File: config.mk
export PLATFORM = sky130hd
export DESIGN_NAME = vex_ram_arbiter
export DESIGN_NICKNAME = d
export VERILOG_FILES = /design/src/rtl/vex_ram_arbiter.sv
export SDC_FILE = /design/constraint.sdc
export NUM_CORES = 1
export LEC_CHECK = 0
export CORE_AREA = 2 2 99 101
export DETAILED_ROUTE_END_ITERATION = 12
export DIE_AREA = 0 0 101 103
export PLACE_DENSITY = 0.57
export SYNTH_ARGS = -nofsm -noshare
export SYNTH_HDL_FRONTEND = slang
export SYNTH_SLANG_ARGS = --single-unit
export TNS_END_PERCENT = 100
File: constraint.sdc
create_clock -name clk -period 4.2 [get_ports clk]
set_input_delay 0.63 -clock clk [delete_from_list [all_inputs] [get_ports clk]]
set_output_delay 0.63 -clock clk [all_outputs]
set_load 0.05 [all_outputs]
File: src/rtl/vex_ram_arbiter.sv
`default_nettype none
// ============================================================================
// Module   : vex_ram_arbiter
// Purpose  : Shares a single-port sync RAM between the VexRiscv ibus and dbus.
//            Optional macro VEX_ARB_DBUS_PRIORITY_EN selects fixed dbus priority.
// Revision : 1.0
// ============================================================================
module vex_ram_arbiter #(
  parameter int                    ADDR_WIDTH     = 32,
  parameter int                    RAM_ADDR_WIDTH = 12,
  parameter logic [ADDR_WIDTH-1:0] BASE_ADDR      = 32'h8000_0000
) (
  input  logic                      clk,
  input  logic                      reset,
  input  logic                      ibus_cmd_valid,
  output logic                      ibus_cmd_ready,
  input  logic [ADDR_WIDTH-1:0]     ibus_cmd_addr,
  output logic                      ibus_rsp_valid,
  output logic [31:0]               ibus_rsp_data,
  output logic                      ibus_rsp_error,
  input  logic                      dbus_cmd_valid,
  output logic                      dbus_cmd_ready,
  input  logic                      dbus_cmd_wr,
  input  logic [ADDR_WIDTH-1:0]     dbus_cmd_addr,
  input  logic [31:0]               dbus_cmd_data,
  input  logic [3:0]                dbus_cmd_mask,
  output logic                      dbus_rsp_valid,
  output logic [31:0]               dbus_rsp_data,
  output logic                      dbus_rsp_error,
  output logic                      ram_en,
  output logic [3:0]                ram_we,
  output logic [RAM_ADDR_WIDTH-1:0] ram_addr,
  output logic [31:0]               ram_wdata,
  input  logic [31:0]               ram_rdata
);

  localparam logic [ADDR_WIDTH:0] RAM_BYTES = (ADDR_WIDTH+1)'(1) << (RAM_ADDR_WIDTH + 2);
  localparam logic SRC_IBUS = 1'b0;
  localparam logic SRC_DBUS = 1'b1;

  logic                  grant_i;
  logic                  grant_d;
  logic                  accept;
  logic                  is_write;
  logic                  in_range;
  logic [ADDR_WIDTH-1:0] sel_addr;
  logic [ADDR_WIDTH-1:0] offset;
  logic                  pend_valid;
  logic                  pend_src;
  logic                  pend_err;

`ifdef VEX_ARB_DBUS_PRIORITY_EN
  assign grant_i = !reset && ibus_cmd_valid && !dbus_cmd_valid;
`else
  logic last_grant;

  always_ff @(posedge clk) begin
    if (reset) begin
      last_grant <= SRC_DBUS;
    end else if (accept) begin
      last_grant <= grant_d ? SRC_DBUS : SRC_IBUS;
    end
  end

  // ibus wins a contest whenever dbus was the most recent winner.
  assign grant_i = !reset && ibus_cmd_valid && (!dbus_cmd_valid || last_grant == SRC_DBUS);
`endif

  assign grant_d  = !reset && dbus_cmd_valid && !grant_i;
  assign accept   = grant_i || grant_d;
  assign is_write = grant_d && dbus_cmd_wr;

  assign ibus_cmd_ready = grant_i;
  assign dbus_cmd_ready = grant_d;

  assign sel_addr = grant_d ? dbus_cmd_addr : ibus_cmd_addr;
  assign offset   = sel_addr - BASE_ADDR;
  // Offset is compared unsigned, so the window test cannot wrap at the top of memory.
  assign in_range = (sel_addr >= BASE_ADDR) && ({1'b0, offset} < RAM_BYTES);

  assign ram_addr  = offset[RAM_ADDR_WIDTH+1:2];
  assign ram_wdata = dbus_cmd_data;

  always_comb begin
    ram_en = 1'b0;
    ram_we = 4'b0000;
    if (accept && in_range) begin
      ram_en = 1'b1;
      if (is_write) begin
        ram_we = dbus_cmd_mask;
      end
    end
  end

  always_ff @(posedge clk) begin
    if (reset) begin
      pend_valid <= 1'b0;
      pend_src   <= SRC_IBUS;
      pend_err   <= 1'b0;
    end else begin
      pend_valid <= accept && !is_write;
      pend_src   <= grant_d ? SRC_DBUS : SRC_IBUS;
      pend_err   <= !in_range;
    end
  end

  // Responses are masked while reset is high so a read accepted just before reset is lost.
  always_comb begin
    ibus_rsp_valid = !reset && pend_valid && (pend_src == SRC_IBUS);
    dbus_rsp_valid = !reset && pend_valid && (pend_src == SRC_DBUS);
    ibus_rsp_error = ibus_rsp_valid && pend_err;
    dbus_rsp_error = dbus_rsp_valid && pend_err;
    ibus_rsp_data  = (ibus_rsp_valid && !pend_err) ? ram_rdata : 32'h0;
    dbus_rsp_data  = (dbus_rsp_valid && !pend_err) ? ram_rdata : 32'h0;
  end

endmodule
`default_nettype wire

==> results of run 1 <==
-- cell type report --
| cell class | instances | area, um^2 |
|---|---|---|
| multi-input combinational | 136 | 780.7 |
| timing repair buffer | 189 | 2125 |
| tap | 114 | 142.6 |
| inverter | 3 | 11.26 |
| fill | 973 | 6279 |
| sequential | 4 | 80.08 |
| clock buffer | 3 | 41.29 |
-- cell usage after synthesis --
master,number,share of area
or4_4,1,0.0098
and2_1,67,0.37
nor3b_1,1,0.0066
buf_4,32,0.21
inv_1,3,0.0098
nand2b_1,1,0.0055
and2b_1,1,0.0066
and3b_1,1,0.0077
dfxtp_1,4,0.070
nor4_1,6,0.033
nor2b_1,1,0.0055
o21bai_1,1,0.0066
nor2_1,4,0.013
nor4b_1,1,0.0077
clkbuf_1,7,0.023
nand2_1,40,0.13
buf_2,1,0.0044
a21oi_1,1,0.0044
or4b_1,1,0.0088
and3_1,4,0.022
a21o_2,1,0.0077
o21ai_0,1,0.0044
a21o_4,1,0.013
nor3_1,1,0.0044
nor4_4,1,0.019
-- metrics by stage --
step                power [mW]  std cells
CTS                     0.3728        449
global route            0.3888        449
floorplan               0.2263        183
detailed placement      0.2874        446
global placement        0.2862        446
finish                  0.3682        449
-- kinds of logic after synthesis --
kind of cell	count (synthesis)
buffers and inverters	43
AND/OR/NAND/NOR	131
AO/OA/AOI/OAI	5
flip-flops	4
-- state kept, by name (all words and copies together), names as in the netlist --
signal and flops:
pend_valid 1, last_grant 1, pend_err 1, pend_src 1
-- per-layer routing --
| layer | track usage | wire, um | part of all wire | vias to the layer above |
|---|---|---|---|---|
| met2 | 0.1646 | 2546 | 0.51 | 125 |
| met1 | 0.09201 | 1786 | 0.35 | 723 |
| met4 | 0.03015 | 61 | 0.012 | 0 |
| met5 | 0 | 0 | 0 | - |
| li1 | - | - | - | 849 |
| met3 | 0.03051 | 642 | 0.13 | 6 |
-- worst paths after layout --
path	from	end
max	reset	ram_we[1]
min	last_grant	last_grant
max reg2reg	last_grant	pend_err
min reg2reg	last_grant	last_grant
-- power breakdown --
part           internal [mW]  switching, mW
Combinational          0.129          0.115
Sequential            0.0409        0.00144
Clock                 0.0612         0.0210
-- worst min-delay path: cells and delay by family, from the launching register on --
| family | cells | cell delay, ps |
|---|---|---|
| AO/OA/AOI/OAI | 1 | 80 |
| flip-flops | 1 | 310 |
| buffers and inverters | 1 | 70 |
-- cell usage in the layout, fill, tap and decap left out, drive strengths merged --
| cell type | count |
|---|---|
| a21o | 2 |
| a21oi | 1 |
| and2 | 67 |
| and2b | 1 |
| and3 | 4 |
| and3b | 1 |
| buf | 67 |
| clkbuf | 3 |
| clkdlybuf4s50 | 122 |
| dfxtp | 4 |
| inv | 3 |
| nand2 | 40 |
| nand2b | 1 |
| nor2 | 4 |
| nor2b | 1 |
| nor3 | 1 |
| nor3b | 1 |
| nor4 | 7 |
| nor4b | 1 |
| o21ai | 1 |
| o21bai | 1 |
| or4 | 1 |
| or4b | 1 |
==> summary.md, run 1 <==
| Metric | Value |
|---|---|
| Overall Global Routing Usage | 0.08808 |
| Vias | 1703 |
| PortBufs | 187 |
| Simple-gate share of the synthesized area | 0.6466 |
| Most common cell on crit path | clkdlybuf4s50_1 |
| FF-to-FF setup slack | 2580 ps |
| Yosys reg bits | 4 |
| # rows | 36 |
| Area after DPL | 0.003139 mm^2 |
| Compound-gate portion of the synthesized area | 0.03611 |
| Outcome | finished clean |
| Worst clock skew | 0.5280 ps |
| Post-synthesis sequential area ratio | 0.07002 |
| Largest stage delay on the critical path | 800 ps |
| Initial Utilization | 0.1209 |
| Worst-path clk slew | 30 ps |
| Drt initial violations | 23 |
| Startpoint types | input pin |
| Setup repair bufs after CTS | 0 |
| Final ANT Viol Nets | 0 |
| DRC errors left | 0 |
| Post-Route Utilization | 0.3362 |
| Finished Cell Area | 0.003181 mm^2 |
| Ports | 256 |
| Critical path required time | 3570 ps |
| Vias in the first global route | 1681 |
| Fin nets | 474 |
| Cell family with most CP delay | buffers and inverters |
| Peak VDD IR | 0.00006405 V |
| Crit Path Max Fanout | 15 |
| Rel. slew slack | 0.6170 |
| Final Max Slew Viols | 0 |
| GPL Wtd Cong | 0.6509 |
| RSZ-0062 raised after global routing | false |
| Clk buf depth | 2 |
| Crit path cell chain | clkdlybuf4s50_1 -> nand2b_1 -> a21o_4 -> nor4_4 -> and3_1 -> clkdlybuf4s50_1 |
| Synth warn | 0 |
| Final setup vio count | 0 |
| Setup TNS | 0 ps |
| CP Capture Type | primary output |
| Adder-cell share of the synthesized area | 0 |
| Syn_area_per_cell | 6.249 um^2 |
| Hold Path Depth | 2 |
| CP Buf/Inv Count | 2 |
| Clock latency on the worst-skew pair | 220 ps |
| Worst Path Arrival | 3010 ps |
| Wire length per cell | 11.22 um |
| Crit. path cell count | 6 |
| Final worst slack | 558.2 ps |
| First-pass GRT wire length | 7569 um |
| Worst hold path type | register to register |
| Final Hold Viols | 0 |
| Netlist Area Pre-Place | 0.001144 mm^2 |
| Fmax | 0.2746 GHz |
| LEAKAGE | 1.398 nW |
| Largest family of logic cells by synthesized area | simple AND/OR/NAND/NOR gates |
| Min Hold Slack | 510.2 ps |
| Hold-fix buffers, CTS | 0 |
| Power Dens Cells | 115.8 mW/mm^2 |
| Die X | 101 um |
| TritonCTS Buffers | 3 |
| Die height | 103 um |
| Mux contribution to synthesized area | 0 |
| Routed WL | 5037 um |
| Area delta synth->final | 178.1% |
| TritonCTS clock tree | built |
| Largest net degree at the start of global routing | 33 |
| Worst-Margin Slew | 569.3 ps |
| Worst r2r path cells | 4 |
| Cell count after synthesis | 183 |
| Sink Count | 4 |
| Netlist cell types | 25 |
| Share of cells above drive strength 1 | 0.2209 |
| Antenna violations before repair | 0 |
| DP Wirelength | 4461 um |
| Global route overflow | 0 |
| Core region area | 0.009459 mm^2 |
| Crit path kind | input pin to primary output |
| Antenna diode instance count | 0 |
| Syn nets | 320 |
| Die area | 0.01040 mm^2 |
| Post-synthesis xor/xnor area fraction | 0 |
| Max-Cap Viols | 0 |
| CTS root buf | clkbuf_8 |
| Pre-CTS worst setup slack | 541.9 ps |
| H-tree levels | 1 |
| Min Clock Period, post-route | 3642 ps |
| CP max stage cell | clkdlybuf4s50_1 |
| Final period util | 0.8671 |
| Vias per cell | 3.793 |
| # resized after CTS | 0 |
| Drt first pass iters | 2 |
No activity file was read; power rests on OpenSTA's default activity.
==> run 2: changes to the inputs <==
--- a/config.mk
+++ b/config.mk
@@ -8,6 +8,7 @@
 export CORE_AREA = 2 2 99 101
 export DETAILED_ROUTE_END_ITERATION = 12
 export DIE_AREA = 0 0 101 103
+export GPL_TIMING_DRIVEN = 0
 export PLACE_DENSITY = 0.57
 export SYNTH_ARGS = -nofsm -noshare
 export SYNTH_HDL_FRONTEND = slang
==> run 2 against run 1 <==
Effect of this change:
- utilization grew 3.6 points
- hold slack gained 19 ps
- critical path depth unchanged
- global-route usage grew 0.76 points
- wire length up 17%
- register-to-register slack gained 280 ps
- largest power group unchanged
==> summary.md, run 2 (same netlist as run 1, synthesis figures left out) <==
| Metric | Value |
|---|---|
| Largest net degree at the start of global routing | 11 |
| Worst clock skew | 2.259 ps |
| Post-Route Utilization | 0.3721 |
| Wire length per cell | 11.38 um |
| Final Hold Viols | 0 |
| Pre-CTS worst setup slack | 348.4 ps |
| H-tree levels | 1 |
| TritonCTS clock tree | built |
| Final ANT Viol Nets | 0 |
| Overall Global Routing Usage | 0.09570 |
| Worst hold path type | register to register |
| Vias | 1939 |
| DRC errors left | 0 |
| Vias per cell | 3.736 |
| Min Hold Slack | 528.9 ps |
| Setup repair bufs after CTS | 0 |
| Area delta synth->final | 207.8% |
| Global route overflow | 0 |
| TritonCTS Buffers | 3 |
| Switching Share | 0.4235 |
| Seq pwr share | 0.089 |
| Rel. slew slack | 0.6487 |
| Power Dens Cells | 134.9 mW/mm^2 |
| Worst Path Arrival | 3150 ps |
| CTS root buf | clkbuf_8 |
| # resized after CTS | 0 |
| Fin nets | 544 |
| GPL Wtd Cong | 0.7209 |
| Clock power frac | 0.166 |
| First-pass GRT wire length | 8114 um |
| Startpoint types | input pin |
| Commonest non-fill, non-tap cell in the layout | clkdlybuf4s50_1 |
| Vias in the first global route | 1797 |
| Critical path required time | 3570 ps |
| DP Wirelength | 5337 um |
| Final setup vio count | 0 |
| Crit path kind | input pin to primary output |
| Outcome | finished clean |
| Core region area | 0.009459 mm^2 |
| Die height | 103 um |
| Pint | 273.8 uW |
| LEAKAGE | 1.461 nW |
| Peak VDD IR | 0.00005395 V |
| Drt initial violations | 17 |
| Min Clock Period, post-route | 3780 ps |
| Worst-Margin Slew | 522.2 ps |
| Fin cells | 519 |
| Routed WL | 5904 um |
| Hold-fix buffers, CTS | 0 |
| Finished Cell Area | 0.003520 mm^2 |
| Fmax | 0.2645 GHz |
| Clock latency on the worst-skew pair | 210 ps |
| Commonest non-fill, non-tap cells in the layout | clkdlybuf4s50_1, and2_1, nand2_1 |
| Placed insts | 516 |
| Die X | 101 um |
| Final period util | 0.9001 |
| Crit Path Max Fanout | 10 |
| Ports | 256 |
| Max-Cap Viols | 0 |
| # rows | 36 |
| Clk buf depth | 2 |
| Antenna violations before repair | 0 |
| Final worst slack | 419.8 ps |
| Comb pwr share | 0.745 |
| PortBufs | 219 |
| RSZ-0062 raised after global routing | false |
| CP Capture Type | primary output |
| Antenna diode instance count | 0 |
| Worst-path clk slew | 30 ps |
| Die area | 0.01040 mm^2 |
| Area after DPL | 0.003478 mm^2 |
| Setup TNS | 0 ps |
| Final Max Slew Viols | 0 |
| Share of cells above drive strength 1 | 0.09877 |
| P_sw | 201.1 uW |
| FILL cells | 996 |
| Sink Count | 4 |
| Total power | 474.9 uW |
| Drt first pass iters | 3 |
| Initial Utilization | 0.1209 |
[run 2: cell types whose count changed in the layout (fill, tap and decap cells not counted)]
cell,previous run,this run
clkdlybuf4s50_1,122,219
buf_2,0,1
buf_12,32,0
buf_4,35,32
clkbuf_1,0,7
[run 2: path summary, 6_finish.rpt]
kind	from	to	slack [ps]	cells after the start
setup reg to reg	last_grant	pend_err	2860	4
setup / recovery	reset	ibus_rsp_data[21]	420	6
hold reg to reg	last_grant	last_grant	530	2
hold / removal	last_grant	last_grant	530	2
[run 2: layout make-up]
class	instances	area, um^2	share of cell area
tap	114	142.6	0.04053
buffer	40	271.5	0.07714
inverter	3	11.26	0.003199
sequential	4	80.08	0.02275
multi-input combinational	136	780.7	0.2218
timing repair buffer	219	2192	0.6228
clock buffer	3	41.29	0.01173
[run 2: layer usage]
layer	vias up	GRT usage	part of all wire
met5	-	0	0
met4	0	0.03119	0.0071
met3	2	0.01831	0.11
met2	119	0.1836	0.53
met1	834	0.1057	0.36
li1	984	-	-
[run 2: critical path, stage by stage]
cell,delay [ps]
clkdlybuf4s50_1,500
nor3b_1,410
and2b_1,270
clkbuf_1,340
and2_1,190
clkdlybuf4s50_1,810
[run 2: power by group through the flow]
stage	combinational (mW)	clock [mW]	sequential, mW
5_1_grt	0.371	0.0847	0.0428
3_5_place_dp	0.355	0	0.0430
4_1_cts	0.356	0.0809	0.0425
3_3_place_gp	0.353	0	0.0428
6_report	0.354	0.0788	0.0424
2_1_floorplan	0.184	0	0.0424
==> run 3: changes to the inputs <==
--- a/config.mk
+++ b/config.mk
@@ -5,6 +5,7 @@
 export SDC_FILE = /design/constraint.sdc
 export NUM_CORES = 1
 export LEC_CHECK = 0
+export ABC_CLOCK_PERIOD_IN_PS = 4200
 export CORE_AREA = 2 2 99 101
 export DETAILED_ROUTE_END_ITERATION = 12
 export DIE_AREA = 0 0 101 103
==> results of run 3 <==
Final layout, timing and power as in run 2 (identical DEF).
